[src/rtl/mpeg_fifo_pkg.sv]
// Shared helpers for the MPEG clock-crossing FIFO pointer logic.
// Gray/binary conversion, byte reverse and synchroniser depth.
package mpeg_fifo_pkg;

    localparam int SYNC_STAGES = 2;
    localparam int PTR_MAX     = 32;

    typedef logic [PTR_MAX-1:0] ptr_t;

    function automatic ptr_t bin2gray(input ptr_t b);
        return b ^ (b >> 1);
    endfunction

    // Upper zero bits leave the prefix-xor unchanged, so any narrower width works.
    function automatic ptr_t gray2bin(input ptr_t g);
        ptr_t b;
        b = g;
        for (int i = 1; i < PTR_MAX; i++) begin
            b = b ^ (g >> i);
        end
        return b;
    endfunction

    function automatic logic [31:0] byte_rev32(input logic [31:0] w);
        return {w[7:0], w[15:8], w[23:16], w[31:24]};
    endfunction

endpackage

[src/rtl/mpeg_gray_ptr_sync.sv]
// Multi-flop synchroniser for a foreign Gray pointer, decoded to binary.
// Shared by the read- and write-side FIFO controllers.
module mpeg_gray_ptr_sync
    import mpeg_fifo_pkg::*;
#(
    parameter int W = 5
) (
    input  logic         clk_in,
    input  logic         reset_n,
    input  logic [W-1:0] gray_in,
    output logic [W-1:0] wsync_bin
);

    logic [W-1:0] sync_q [SYNC_STAGES];
    logic [W-1:0] sync_d [SYNC_STAGES];

    always_comb begin
        sync_d[0] = gray_in;
        for (int i = 1; i < SYNC_STAGES; i++) begin
            sync_d[i] = sync_q[i-1];
        end
    end

    always_ff @(posedge clk_in or negedge reset_n) begin
        if (!reset_n) begin
            for (int i = 0; i < SYNC_STAGES; i++) begin
                sync_q[i] <= '0;
            end
        end else begin
            sync_q <= sync_d;
        end
    end

    assign wsync_bin = W'(gray2bin(ptr_t'(sync_q[SYNC_STAGES-1])));

endmodule

[src/rtl/mpeg_fifo_rd_ctrl.sv]
// Read-side CDC FIFO controller with a 2-entry FWFT output buffer.
// Optional MPEG_FIFO_BYTESWAP_EN byte-reverses the output word (32-bit only).
module mpeg_fifo_rd_ctrl
    import mpeg_fifo_pkg::*;
#(
    parameter int ADDR_WIDTH = 4,
    parameter int DATA_WIDTH = 32
) (
    input  logic                  clk_in,
    input  logic                  reset_n,
    input  logic [ADDR_WIDTH:0]   wptr_gray,
    output logic [ADDR_WIDTH:0]   rptr_gray,
    output logic [ADDR_WIDTH-1:0] ram_raddr,
    input  logic [DATA_WIDTH-1:0] ram_rdata,
    output logic [DATA_WIDTH-1:0] data,
    output logic                  valid,
    input  logic                  ready,
    output logic                  empty,
    output logic [ADDR_WIDTH:0]   ram_level
);

    localparam int PW = ADDR_WIDTH + 1;

    logic [PW-1:0]         wsync_bin;
    logic [PW-1:0]         rbin_q, rbin_d;
    logic [PW-1:0]         rptr_gray_q, rptr_gray_d;
    logic [1:0]            occ_q, occ_d;
    logic                  inflight_q, inflight_d;
    logic [DATA_WIDTH-1:0] head_q, head_d;
    logic [DATA_WIDTH-1:0] tail_q, tail_d;
    logic                  pop, push, fetch;
    logic [1:0]            occ_mp;
    logic [2:0]            pend;

    mpeg_gray_ptr_sync #(.W(PW)) u_wsync (
        .clk_in    (clk_in),
        .reset_n   (reset_n),
        .gray_in   (wptr_gray),
        .wsync_bin (wsync_bin)
    );

    assign empty     = (rbin_q == wsync_bin);
    assign ram_level = wsync_bin - rbin_q;
    assign ram_raddr = rbin_q[ADDR_WIDTH-1:0];
    assign rptr_gray = rptr_gray_q;
    assign valid     = (occ_q != 2'd0);

    always_comb begin
        pop    = valid & ready;
        push   = inflight_q;
        occ_mp = occ_q - {1'b0, pop};
        // Words already owned by the buffer once this edge's pop is taken.
        pend   = {1'b0, occ_q} + {2'b0, inflight_q} - {2'b0, pop};
        fetch  = !empty && (pend <= 3'd1);

        rbin_d      = rbin_q + PW'(fetch);
        rptr_gray_d = PW'(bin2gray(ptr_t'(rbin_d)));
        inflight_d  = fetch;

        head_d = head_q;
        tail_d = tail_q;
        if (pop) begin
            head_d = tail_q;
        end
        if (push) begin
            if (occ_mp == 2'd0) begin
                head_d = ram_rdata;
            end else begin
                tail_d = ram_rdata;
            end
        end
        occ_d = occ_mp + {1'b0, push};
    end

    always_ff @(posedge clk_in or negedge reset_n) begin
        if (!reset_n) begin
            rbin_q      <= '0;
            rptr_gray_q <= '0;
            occ_q       <= '0;
            inflight_q  <= 1'b0;
            head_q      <= '0;
            tail_q      <= '0;
        end else begin
            rbin_q      <= rbin_d;
            rptr_gray_q <= rptr_gray_d;
            occ_q       <= occ_d;
            inflight_q  <= inflight_d;
            head_q      <= head_d;
            tail_q      <= tail_d;
        end
    end

`ifdef MPEG_FIFO_BYTESWAP_EN
    if (DATA_WIDTH != 32) begin : g_bad_width
        $error("mpeg_fifo_rd_ctrl: byteswap needs DATA_WIDTH == 32");
    end
    assign data = byte_rev32(head_q);
`else
    assign data = head_q;
`endif

endmodule
[config.mk]
export PLATFORM = sky130hd
export DESIGN_NAME = mpeg_fifo_rd_ctrl
export DESIGN_NICKNAME = d
export VERILOG_FILES = /design/src/rtl/mpeg_fifo_pkg.sv /design/src/rtl/mpeg_gray_ptr_sync.sv /design/src/rtl/mpeg_fifo_rd_ctrl.sv
export SDC_FILE = /design/constraint.sdc
export NUM_CORES = 1
export LEC_CHECK = 0
export ABC_AREA = 1
export CAP_MARGIN = 5
export CORE_AREA = 3 3 92 94
export DETAILED_ROUTE_END_ITERATION = 12
export DIE_AREA = 0 0 95 97
export GPL_ROUTABILITY_DRIVEN = 0
export MAX_ROUTING_LAYER = met4
export PLACE_DENSITY = 0.83
export SLEW_MARGIN = 20
export SYNTH_ARGS = -nofsm -noshare
export SYNTH_HDL_FRONTEND = slang
export SYNTH_SLANG_ARGS = --single-unit
[constraint.sdc]
create_clock -name clk_in -period 5.34 [get_ports clk_in]
set_input_delay 0.534 -clock clk_in [delete_from_list [all_inputs] [get_ports clk_in]]
set_output_delay 0.534 -clock clk_in [all_outputs]
set_load 0.01 [all_outputs]
After elaboration in Yosys (flattened, before gate mapping)
Index checks and enable logic that the tools add are counted.
- output and inout bits: 48
- register bits after elaboration: 87
- logic and storage cells: 31
- input bits: 40
- add/subtract/negate cells: 6
- equality and inequality tests: 1
- bitwise gates (word level): 7
- muxes and demuxes: 3
- magnitude comparators: 1
- reductions and logical operators: 5
- operator list (kind ; count):
    2-to-1 mux 32 bit ; 3
    bitwise XOR 5 x 4 -> 5 bit ; 2
    adder 5 x 1 -> 5 bit ; 1
    == test 5 bit ; 1
    subtractor 5 bit ; 1
    bitwise XOR 5 x 1 -> 5 bit ; 1
    bitwise XOR 5 x 2 -> 5 bit ; 1
    bitwise XOR 5 x 3 -> 5 bit ; 1
    adder 2 x 1 -> 3 bit ; 1
    <= comparator 3 x 1 -> 1 bit, second input constant ; 1
    subtractor 3 x 1 -> 3 bit ; 1
    adder 2 x 1 -> 2 bit ; 1
    zero test 2 bit ; 1
    AND reduction 2 bit ; 1
    nonzero test 2 bit ; 1
    subtractor 2 x 1 -> 2 bit ; 1
    AND 1 bit ; 1
    logical AND 1 bit ; 1
    zero test 1 bit ; 1
    NOT 1 bit ; 1

Depth between registers and ports, before layout
- word-level depth: 9
- gate-level depth with buffers: 19
- gate-level depth less buffers: 18

Modules after synthesis
A second synthesis with hierarchy kept.
- cell total of the unflattened synthesis: 506
- area, all modules: 4207.8 um^2
- by module, submodules not included (module ; area an instance (um^2) ; cells an instance ; seq. area each (um^2) ; times used):
    mpeg_fifo_rd_ctrl ; 3839.9 ; 470 ; 1901.8 ; 1
    mpeg_gray_ptr_sync ; 367.9 ; 36 ; 250.2 ; 1

Least setup slack after synthesis
OpenSTA, ideal clock, no wires.
- path type: input port to flip-flop
- from: input ready
- to: register rptr_gray_q[2] (netlist: rptr_gray[2])
- setup time: 117 ps
- data required time: 5223 ps
- path slack: 2367 ps
- arrival time: 2856 ps
- stages on the path: 16
- buffers on the path: 2
- path through: buf_4 > nand2_4 > buf_4 > xor2_1 > ha_1 > inv_1 > fa_1 > or2_2 > nand3_1 > nor2_1 > ha_1 > ha_1 > xnor2_1 > inv_1 > nand2_1 > nand2_1
- word-level cells in the longest chain between the ends: 6
- ends and longest elaborated chain (item ; line ; text):
    from (decl) ; mpeg_fifo_rd_ctrl.sv:17 ; input logic ready,
    AND 1 bit ; mpeg_fifo_rd_ctrl.sv:49 ; pop = valid & ready;
    subtractor 3 x 1 -> 3 bit ; mpeg_fifo_rd_ctrl.sv:53 ; pend = {1'b0, occ_q} + {2'b0, inflight_q} - {2'b0, pop};
    <= comparator 3 x 1 -> 1 bit ; mpeg_fifo_rd_ctrl.sv:54 ; fetch = !empty && (pend <= 3'd1);
    logical AND 1 bit ; mpeg_fifo_rd_ctrl.sv:54 ;
    named net fetch ; mpeg_fifo_rd_ctrl.sv:31 ; logic pop, push, fetch;
    adder 5 x 1 -> 5 bit ; mpeg_fifo_rd_ctrl.sv:56 ; rbin_d = rbin_q + PW'(fetch);
    named net rbin_d[2] ; mpeg_fifo_rd_ctrl.sv:25 ; logic [PW-1:0] rbin_q, rbin_d;
    bitwise XOR 5 x 4 -> 5 bit ; mpeg_fifo_pkg.sv:11 ; return b ^ (b >> 1);
    named net rptr_gray_d[2] ; mpeg_fifo_rd_ctrl.sv:26 ; logic [PW-1:0] rptr_gray_q, rptr_gray_d;
    to (signal assigned) ; mpeg_fifo_rd_ctrl.sv:85 ; rptr_gray_q <= rptr_gray_d;
    to (decl) ; mpeg_fifo_rd_ctrl.sv:26 ;
The timed path passes the listed nets, and every way through them passes these cells.
A chain may end at the register's enable or synchronous reset.

Worst setup path after layout
Ends and elaborated chain as after synthesis.

==> results.md <==
* Outcome: finished clean
* Clk_skew at 0.00976 ns
* H-tree depth at 3
* Worst min path class: input port to asynchronous set/reset pin
* Postcts setup bufs at 0
* Routed WL per cell at 13.6 µm
* CTS Sinks at 86
* Leakage at roughly 2.7 nW
* Clock slew at reported path FFs at approximately 0.09 ns
* Hold Violations, Final at 0
* Worst-Margin Slew at about 0.74 ns
* Gr usage total at 0.223
* Most frequent cells in the layout: 184 x nand2_1, 86 x dfrtp_1, 86 x clkdlybuf4s50_1
* ANT cells at 0
* Final setup violation count at 0
* Total grt overflow at 0
* Die width at 95 µm
* TritonCTS clock tree: built
* Area leader, netlist: dfrtp_1
* Top Ports at 88
* Sequential area share after synthesis at 0.516
* Syn Inst Count at approximately 490
* CTS root buffer: clkbuf_8
* Vias at 3,462
* Drt first pass iters at 5
* Iter 0 DRT Violations at between 200 and 250
* Synthesis-to-finish area growth at 25.8%
* F_max at 275 MHz
* Commonest non-fill, non-tap cell in the layout: nand2_1
* Top cells by area, synth: dfrtp_1 52%, nand2_1 17%, nand3_1 9.2%
* FILL cells at 596
* Share of layout cells above drive strength 1 at 0.0490
* CTS Buf Count at 9
* Tcrit/Tclk final at 0.681
* CORE AREA at 7730 µm²
* Initial antenna violation count at 0
* Syn_nets at between 500 and 600
* CP required at approximately 5.6 ns
* Total length of routed wires at 9.18 mm
* Full die area at roughly 9200 µm²
* Starting Density at 0.540
* Max-slew headroom at 0.504
* Final Max Slew Viols at 0
* Crit Path Max Fanout at 35
* Yosys cell types at 22
* Synth Register Bits at 86
* Setup crit end kind: register
* DIE HEIGHT at 97 µm
* Worst VDD drop at about 0.00027 V
* First-pass GRT wire length at about 16 mm
* Post-CTS sizing at 0
* FP Rows at 32
* Syn Area/Cell at roughly 8.5 µm²
* PwrDens at between 600 and 700 nW/µm²
* Post-synth top area share at 0.516
* Longest Clk Path Bufs at 2
* Setup repair after global routing missed its margin: no
* Via density at 5.14
* Post-layout net count at ~620
* MaxCap Viol Count at 0
* Clock Latency Late Sink at approximately 0.35 ns
* Synth Warn # at 0
* Period minus WS final at about 3.6 ns
* # port buffers at 87
* Worst Path Arrival at between 3 and 4 ns
* Kind of critical path: input port to register
* Post-DP HPWL at 6.06 mm
* Final ANT Viol Nets at 0
* Largest net degree at the start of global routing at slightly below 90
* Post-route DRC violation count at 0
* Hold buffers post-CTS at 0
* TNS Setup at 0 ns
* Vias in the first global route at ~3,400
* Mapped Area at between 4000 and 5000 µm²
* Startpoint Class: input port
* Min Hold Slack at ~0.22 ns
final cells by class:
cell class | count | area [µm²] | area share
multi-input combinational | 329 | 1670 | 0.318
timing repair buffer | 89 | 887 | 0.169
tap | 102 | 128 | 0.0243
inverter | 52 | 198 | 0.0377
clock buffer | 10 | 128 | 0.0243
sequential | 86 | 2150 | 0.410
clock inverter | 6 | 86.3 | 0.0165
worst paths after layout:
kind	from	to	slack (ns)	depth (start not counted)
max	ready	rptr_gray[2]$_DFF_PN0_	1.70	16
min	reset_n	data[7]$_DFF_PN0_	0.22	1
max reg2reg	occ_q[1]$_DFF_PN0_	rptr_gray[2]$_DFF_PN0_	1.80	16
min reg2reg	u_wsync.sync_d[4]$_DFF_PN0_	u_wsync.sync_q[4]$_DFF_PN0_	0.35	0
max in group asynchronous	reset_n	u_wsync.sync_d[4]$_DFF_PN0_	4.60	1
min in group clk_in	u_wsync.sync_d[4]$_DFF_PN0_	u_wsync.sync_q[4]$_DFF_PN0_	0.35	0
cell families after synthesis:
| kind of cell | synth area share |
|---|---|
| buffers and inverters | 0.0843 |
| flip-flops | 0.516 |
| adder cells (fa/ha/maj) | 0.0336 |
| XOR/XNOR | 0.0231 |
| AO/OA/AOI/OAI | 0.00240 |
| AND/OR/NAND/NOR | 0.341 |
worst max-delay path, stage by stage:
cell and delay [ns]:
clkdlybuf4s50_1 0.46, buf_4 0.35, nand2_4 0.31, xor2_1 0.24, ha_1 0.17, inv_1 0.05, fa_1 0.37, or2_2 0.30
nand3_1 0.07, nor2_1 0.06, ha_1 0.22, ha_1 0.23, xnor2_1 0.28, inv_1 0.11, nand2_1 0.08, nand2_1 0.05
where the power goes:
| group | internal (mW) | leakage, nW | switching (mW) | total, mW |
|---|---|---|---|---|
| clock network | 0.263 | 0.106 | 0.230 | 0.493 |
| registers | 0.952 | 1.04 | 0.164 | 1.12 |
| logic | 0.756 | 1.55 | 0.895 | 1.65 |
| total | 1.97 | 2.69 | 1.29 | 3.26 |
layer usage:
layer  track usage  vias to the layer above  wire (µm)
met4         0.104                        0        241
met1         0.282                     1645       3850
met2         0.347                      102       4720
met3        0.0404                       19        375
li1              -                     1696          -
met5             -                        -          0
flip-flops by register name, summed over array words and instances (netlist names):
signal,flops
data,32
tail_q,32
rbin_q,5
u_wsync.sync_d,5
u_wsync.sync_q,5
rptr_gray,4
occ_q,2
inflight_q,1
through the flow:
step | util | total power, mW | cells | setup WS [ns] | cell area, µm²
after floorplan | - | 2.15 | 493 | 2.37 | 4170
after global placement | 0.651 | 2.72 | 658 | 1.49 | 5030
after detailed placement | 0.651 | 2.79 | 658 | 1.34 | 5030
after CTS | 0.678 | 3.28 | 674 | 1.71 | 5240
after global routing | 0.679 | 3.54 | 674 | 1.41 | 5250
final | 0.679 | 3.26 | 674 | 1.70 | 5250
cell usage after synthesis:
cell type,n
inv_1,49
nand2_2,1
xnor2_1,5
nand2_1,184
nand3b_1,32
clkbuf_1,6
dfrtp_1,86
inv_2,2
nand2_4,4
xor2_1,6
nand3_4,1
nand3_1,77
inv_4,1
fa_1,2
nor2_1,3
a21oi_1,2
nand4_1,3
ha_1,8
or2_2,1
buf_4,5
buf_6,3
buf_2,12
(Power assumes the default switching activity.)
